===== src/rtl/sdram_arb_pkg.sv =====
// Shared types for the SDRAM port arbiter: FSM states, op encoding and the grant index width.
// No logic here; the latency and backpressure notes live in the modules that use these types.
package sdram_arb_pkg;

   typedef enum logic [1:0] {
      IDLE,
      GUARD,
      WAIT
   } state_t;

   localparam logic OP_RD = 1'b0;
   localparam logic OP_WR = 1'b1;

   localparam int GRANT_W = 3;

endpackage


===== src/rtl/sdram_port_arb_rr_pick.sv =====
// Round-robin first-set search over requesters 1..N-1 from start, wrapping N-1 -> 1; index 0 is never picked.
// Purely combinational (0 cycles), no backpressure; vld is low when nothing in 1..N-1 is pending.
module rr_pick
   import sdram_arb_pkg::*;
#(
   parameter int N = 3
) (
   input  logic [N-1:0]         pend,
   input  logic [GRANT_W-1:0]   start,
   output logic [GRANT_W-1:0]   idx,
   output logic                 vld
);

   localparam int CW = GRANT_W + 1;

   logic [(2**GRANT_W)-1:0] pend_pad;
   logic [CW-1:0]           cand;

   assign pend_pad = (2**GRANT_W)'(pend);

   always_comb begin
      idx  = '0;
      vld  = 1'b0;
      cand = '0;
      for (int k = 0; k < N - 1; k++) begin
         cand = CW'(start) + CW'(k);
         if (cand > CW'(N - 1)) begin
            cand = cand - CW'(N - 1);
         end
         if (!vld && pend_pad[cand[GRANT_W-1:0]]) begin
            vld = 1'b1;
            idx = cand[GRANT_W-1:0];
         end
      end
   end

endmodule


===== src/rtl/sdram_port_arb.sv =====
// Shares one byte-wide SDRAM pulse/ready port among NUM_REQ clients; request at t -> mem pulse at t+2, completion at c -> ready/q at c+1.
// Each client sees a private-port contract: req_ready drops while its op is pending, and extra pulses are dropped and flagged in req_err.
module sdram_port_arb
   import sdram_arb_pkg::*;
#(
   parameter int NUM_REQ    = 3,
   parameter int ADDR_W     = 25,
   parameter int STARVE_MAX = 8
) (
   input  logic                      clk,
   input  logic                      reset_n,
   input  logic [NUM_REQ-1:0]        req_rd,
   input  logic [NUM_REQ-1:0]        req_wr,
   input  logic [NUM_REQ*ADDR_W-1:0] req_addr,
   input  logic [NUM_REQ*8-1:0]      req_wdata,
   output logic [NUM_REQ-1:0]        req_ready,
   output logic [NUM_REQ*8-1:0]      req_q,
   output logic [NUM_REQ-1:0]        req_err,
   output logic [ADDR_W-1:0]         mem_addr,
   output logic [7:0]                mem_data,
   output logic                      mem_rd_req,
   output logic                      mem_wr_req,
   input  logic [7:0]                mem_q,
   input  logic                      mem_ready,
   output logic [GRANT_W-1:0]        grant_id,
   output logic                      busy
);

   localparam int SW = $clog2(STARVE_MAX + 1);

   state_t               state, state_nx;
   logic [NUM_REQ-1:0]   pend;
   logic [ADDR_W-1:0]    slot_addr [NUM_REQ];
   logic [7:0]           slot_wdata [NUM_REQ];
   logic [NUM_REQ-1:0]   slot_op;
   logic [SW-1:0]        starve;
   logic [GRANT_W-1:0]   rr_ptr, rr_idx, win;
   logic                 rr_vld, others_pend, issue, done;
   logic [ADDR_W-1:0]    win_addr;
   logic [7:0]           win_data;
   logic                 win_op;
   logic [NUM_REQ-1:0]   done_vec, accept, err_hit;

   rr_pick #(.N(NUM_REQ)) u_rr_pick (
      .pend  (pend),
      .start (rr_ptr),
      .idx   (rr_idx),
      .vld   (rr_vld)
   );

   assign others_pend = |pend[NUM_REQ-1:1];
   assign req_ready   = ~pend;
   assign busy        = (state != IDLE);

   // Requester 0 yields only once it has starved the others for STARVE_MAX grants.
   always_comb begin
      win = '0;
      if (!(pend[0] && ((starve < SW'(STARVE_MAX)) || !others_pend)) && rr_vld) begin
         win = rr_idx;
      end
      win_addr = '0;
      win_data = '0;
      win_op   = OP_RD;
      for (int i = 0; i < NUM_REQ; i++) begin
         if (win == GRANT_W'(i)) begin
            win_addr = slot_addr[i];
            win_data = slot_wdata[i];
            win_op   = slot_op[i];
         end
      end
   end

   always_comb begin
      state_nx = state;
      issue    = 1'b0;
      done     = 1'b0;
      case (state)
         IDLE: begin
            if (|pend) begin
               issue    = 1'b1;
               state_nx = GUARD;
            end
         end
         GUARD: state_nx = WAIT;
         WAIT: begin
            if (mem_ready) begin
               done     = 1'b1;
               state_nx = IDLE;
            end
         end
         default: state_nx = IDLE;
      endcase
   end

   always_ff @(posedge clk or negedge reset_n) begin
      if (!reset_n) begin
         state <= IDLE;
      end else begin
         state <= state_nx;
      end
   end

   // The completing requester may re-request in its completion cycle; that capture is legal.
   always_comb begin
      done_vec = '0;
      accept   = '0;
      err_hit  = '0;
      for (int i = 0; i < NUM_REQ; i++) begin
         done_vec[i] = done && (grant_id == GRANT_W'(i));
         accept[i]   = (req_rd[i] | req_wr[i]) && (!pend[i] || done_vec[i]);
         err_hit[i]  = (req_rd[i] & req_wr[i])
                     | ((req_rd[i] | req_wr[i]) & pend[i] & ~done_vec[i]);
      end
   end

   always_ff @(posedge clk or negedge reset_n) begin
      if (!reset_n) begin
         pend    <= '0;
         req_err <= '0;
         req_q   <= '0;
         slot_op <= '0;
         for (int i = 0; i < NUM_REQ; i++) begin
            slot_addr[i]  <= '0;
            slot_wdata[i] <= '0;
         end
      end else begin
         for (int i = 0; i < NUM_REQ; i++) begin
            if (done_vec[i]) begin
               pend[i] <= 1'b0;
               if (slot_op[i] == OP_RD) begin
                  req_q[i*8 +: 8] <= mem_q;
               end
            end
            if (accept[i]) begin
               pend[i]       <= 1'b1;
               slot_addr[i]  <= req_addr[i*ADDR_W +: ADDR_W];
               slot_wdata[i] <= req_wdata[i*8 +: 8];
               slot_op[i]    <= req_wr[i];
            end
            if (err_hit[i]) begin
               req_err[i] <= 1'b1;
            end
         end
      end
   end

   always_ff @(posedge clk or negedge reset_n) begin
      if (!reset_n) begin
         mem_rd_req <= 1'b0;
         mem_wr_req <= 1'b0;
         mem_addr   <= '0;
         mem_data   <= '0;
         grant_id   <= '0;
         starve     <= '0;
         rr_ptr     <= GRANT_W'(1);
      end else begin
         mem_rd_req <= issue && (win_op == OP_RD);
         mem_wr_req <= issue && (win_op == OP_WR);
         if (issue) begin
            mem_addr <= win_addr;
            mem_data <= win_data;
            grant_id <= win;
            if (win == '0) begin
               if (!others_pend) begin
                  starve <= '0;
               end else if (starve != SW'(STARVE_MAX)) begin
                  starve <= starve + SW'(1);
               end
            end else begin
               starve <= '0;
               rr_ptr  <= (win == GRANT_W'(NUM_REQ - 1)) ? GRANT_W'(1) : win + GRANT_W'(1);
            end
         end
      end
   end

endmodule

===== config.mk =====
export PLATFORM = sky130hd
export DESIGN_NAME = sdram_port_arb
export DESIGN_NICKNAME = d
export VERILOG_FILES = /design/src/rtl/sdram_arb_pkg.sv /design/src/rtl/sdram_port_arb_rr_pick.sv /design/src/rtl/sdram_port_arb.sv
export SDC_FILE = /design/constraint.sdc
export NUM_CORES = 1
export LEC_CHECK = 0
export BUFFER_PORTS_ARGS = -buffer_cell sky130_fd_sc_hd__buf_4
export CORE_MARGIN = 2
export CORE_UTILIZATION = 48
export DETAILED_ROUTE_END_ITERATION = 10
export GPL_TIMING_DRIVEN = 1
export HOLD_SLACK_MARGIN = 0.08
export PLACE_DENSITY = 0.83
export SYNTH_ARGS = -nofsm -noshare
export SYNTH_HDL_FRONTEND = slang
export SYNTH_SLANG_ARGS = --single-unit

===== constraint.sdc =====
create_clock -name clk -period 2.43 [get_ports clk]
set_input_delay 0.486 -clock clk [delete_from_list [all_inputs] [get_ports clk]]
set_output_delay 0.486 -clock clk [all_outputs]
set_load 0.03 [all_outputs]

==> results.txt <==
The post-detailed-route DRC marker count is 0. The summed area of non-filler cells in the final layout came out at 10,700 µm². The overall power came out at 14.3 mW. The die outline height is 131 µm. The setup TNS is -3550 ps. The number of levels in the clock H-tree came out at 4. The via count of the first global-routing pass was 6,182. For this design the ratio of total power to cell area is 1340 nW/µm². The final layout net count is 917. The via count came out at 5,865.

The count of max-cap constraint violations is 0. The pin count of the biggest net entering global routing is 66. The clock buffer count from CTS came out at 17. The number of detailed-route iterations in the first pass is 4.

In this run the deepest clock path goes through 2 buffers. The min-delay analysis places its worst path in the category in -> reg. Setup violations remaining at the end of the flow were counted as 39.

The post-layout minimum cycle time is 2580 ps. In this run the count of I/O pins placed on the die edge is 185. The wire length per cell after detailed routing came out at 20.7 µm.

The die boundary width is 131 µm. The required arrival time at the worst endpoint is 2760 ps. The cell area after synthesis is 7700 µm². STA classifies the critical path startpoint as a flip-flop. The post-route clock period utilization came out at 106%. The number of warning messages in the yosys log is 0. The post-layout instance count excluding filler cells is 1,025. The fraction of final layout cells sized beyond drive strength 1 came out at 55.5%.

The largest vdd supply drop is 644 µV. The portion of the post-synthesis area used by sequential elements came out at 58.2%. The post-route clock skew is 9.28 ps. The run finished, with violations left.

The area of the placeable core is 15,800 µm². The transition time of the tightest slew-check pin came out at 638 ps. The leakage power total is 4.92 nW. Clock-pin slew was measured on the worst setup and hold paths at 60 ps. The number of slew-limit violations in the final report came out at 0. The max-slew headroom at the worst pin came out at 57.3%. The uppermost signal routing layer after detailed routing is met4. The number of placed cells counting well taps is 983. The number of antenna diodes in the final layout is 0.

The critical path is of the reg -> reg type. The top flip-flop cell by instance count after synthesis is sky130_fd_sc_hd__dfrtp_1. The number of nets with antenna violations after detailed routing came out at 0. The detailed-route wire length came out at 21.2 mm.

The routability congestion estimate from global placement came out at 0.890. Counting every net in the synthesized netlist gives 711. Of all nets on the critical path, the largest fanout is 6. The final worst-path setup slack is -148 ps. The die covers 17,100 µm². The instance count of the mapped netlist is 590.

The sort of element at the end of the critical path is a flip-flop. The data arrival time of the worst path is 2910 ps. The met2 wire length is 11.0 mm. The synthesized design contains 179 register bits. The number of hold-slack violations in the final timing report was 0. The wire length on met1 came out at 8.65 mm. The final reports fail on setup timing. The half-perimeter wire length of the detailed placement result came out at 14.1 mm. The vias per cell came out at 5.72. The post-place setup slack came out at -101 ps. The number of unique standard cell types used by synthesis is 49. CTS placed an instance of sky130_fd_sc_hd__clkbuf_16 at the clock tree root.

Setup repair after global routing could not meet its margin everywhere. The worst hold slack is 291 ps. The CTS sink count is 179. The post-synthesis async set-or-reset flop share came out at 100%. The total routing usage reported by global routing is 24.9%. The count of input and output buffers came out at 184.

The DRC marker count from the first detailed-route iteration is 363. The layout overhead on the synthesized area is 39.0%. Row generation in the floorplan step produced 46 rows. The first global-routing pass estimated 32.4 mm of wire. The highest clock frequency the design can meet is 0.388 GHz.

Averaged over all synthesized cells, the footprint is 13.1 µm². The latest clock arrival within the worst-skew pair came out at 430 ps. The length of routed met3 wiring came out at 1.24 mm.

The number of antenna violations at the first check in global routing was 0. The placed cell area is 9730 µm². TritonCTS built the clock tree. The sum of overflow across all layers after global routing is 0. The initial utilization of the core area, before any placement, comes to 48.8%.

The number of enable-type register cells in the synthesized netlist is 0. The core occupancy in the finished layout came out at 67.9%.
-- cell usage after synthesis (3+ instances only) --
cell type	n	area (µm²)
sky130_fd_sc_hd__a21o_1	3	22.5
sky130_fd_sc_hd__a21oi_1	42	210
sky130_fd_sc_hd__a221oi_1	33	289
sky130_fd_sc_hd__a22o_1	4	35.0
sky130_fd_sc_hd__a22oi_1	34	255
sky130_fd_sc_hd__and2_1	3	18.8
sky130_fd_sc_hd__buf_2	14	70.1
sky130_fd_sc_hd__buf_4	6	45.0
sky130_fd_sc_hd__buf_6	4	45.0
sky130_fd_sc_hd__clkbuf_1	12	45.0
sky130_fd_sc_hd__dfrtp_1	178	4450
sky130_fd_sc_hd__ha_1	5	62.6
sky130_fd_sc_hd__inv_1	11	41.3
sky130_fd_sc_hd__maj3_1	3	30.0
sky130_fd_sc_hd__mux2_2	124	1400
sky130_fd_sc_hd__mux2i_1	4	40.0
sky130_fd_sc_hd__nand2_1	16	60.1
sky130_fd_sc_hd__nand2b_1	3	18.8
sky130_fd_sc_hd__nand3b_1	5	37.5
sky130_fd_sc_hd__nor2_1	45	169
sky130_fd_sc_hd__o21ai_1	4	20.0
sky130_fd_sc_hd__or2_1	3	18.8
-- cell families after synthesis --
logic type	Yosys count	share of synthesized area, %
buffers and inverters	47	3.20
flip-flops	179	58.2
AO/OA/AOI/OAI	136	12.9
multiplexers	128	18.7
XOR/XNOR	1	0.114
adder cells (fa/ha/maj)	8	1.20
AND/OR/NAND/NOR	91	5.75
-- cell usage in the layout (no fill, tap or decap), drive strengths merged, types with 11 or more instances in the layout --
master / count
a221oi: 33
buf: 220
a22oi: 35
nand2: 16
inv: 11
clkbuf: 25
dfrtp: 178
mux2: 124
a21oi: 43
nor2: 45
-- routing by layer --
metal  global-route usage, %  up-vias
met1                    31.9     3033
met2                    41.8      214
met4                    8.01        0
met3                    6.19       28
met5                       0        -
li1                        -     2590
-- power by group --
group	switching, mW	total, mW	leakage [nW]	internal [mW]
sequential	0.943	5.03	2.20	4.09
combinational	3.32	6.43	2.42	3.11
clock	1.12	2.87	0.291	1.75
total	5.39	14.3	4.92	8.95
-- worst max-delay path: stages, from the launching register on --
cell,delay (ps)
sky130_fd_sc_hd__dfstp_2,600
sky130_fd_sc_hd__inv_2,80
sky130_fd_sc_hd__ha_4,260
sky130_fd_sc_hd__or3b_4,390
sky130_fd_sc_hd__a21oi_4,160
sky130_fd_sc_hd__nor4_4,70
sky130_fd_sc_hd__o41ai_4,320
sky130_fd_sc_hd__buf_4,220
sky130_fd_sc_hd__buf_8,130
sky130_fd_sc_hd__a22oi_1,90
sky130_fd_sc_hd__a21oi_1,180
-- layout make-up --
class	instances	area, µm²
sequential	179	4480
multi-input combinational	364	3410
tap	216	270
fill	1140	5060
clock inverter	9	154
timing repair buffer	223	1890
clock buffer	23	458
inverter	11	41.3
-- worst paths after layout --
| check | from | end | slack [ps] | cells after the start |
|---|---|---|---|---|
| min in group asynchronous | reset_n | slot_addr[1]$_DFFE_PN0P_ | 570 | 2 |
| max in group asynchronous | reset_n | slot_addr[39]$_DFFE_PN0P_ | 1150 | 3 |
| min | req_addr[9] | slot_addr[59]$_DFFE_PN0P_ | 290 | 2 |
| min reg2reg | req_err[1]$_DFFE_PN0P_ | req_err[1]$_DFFE_PN0P_ | 470 | 1 |
| max reg2reg | rr_ptr[0]$_DFFE_PN1P_ | mem_data[7]$_DFFE_PN0P_ | -150 | 10 |
| max | rr_ptr[0]$_DFFE_PN1P_ | mem_data[7]$_DFFE_PN0P_ | -150 | 10 |
-- sequential cells by signal, indices dropped and copies added, names as in the netlist --
register / cells
grant_id: 3
mem_addr: 25
mem_data: 8
mem_rd_req: 1
mem_wr_req: 1
pend: 3
req_err: 3
req_q: 24
rr_ptr: 3
slot_addr: 75
slot_op: 3
slot_wdata: 24
starve: 4
state: 2
-- timing repair --
item / in CTS / in global routing
hold buffers: 1 / 0
gates resized for setup: 13 / 37
pin swaps: 1 / 30
endpoints found under the hold margin: 46 / 0
cloned: 0 / 3
endpoints found under the setup margin: 27 / 41
setup buffers: 1 / 5
No activity file was read; power rests on OpenSTA's default activity.
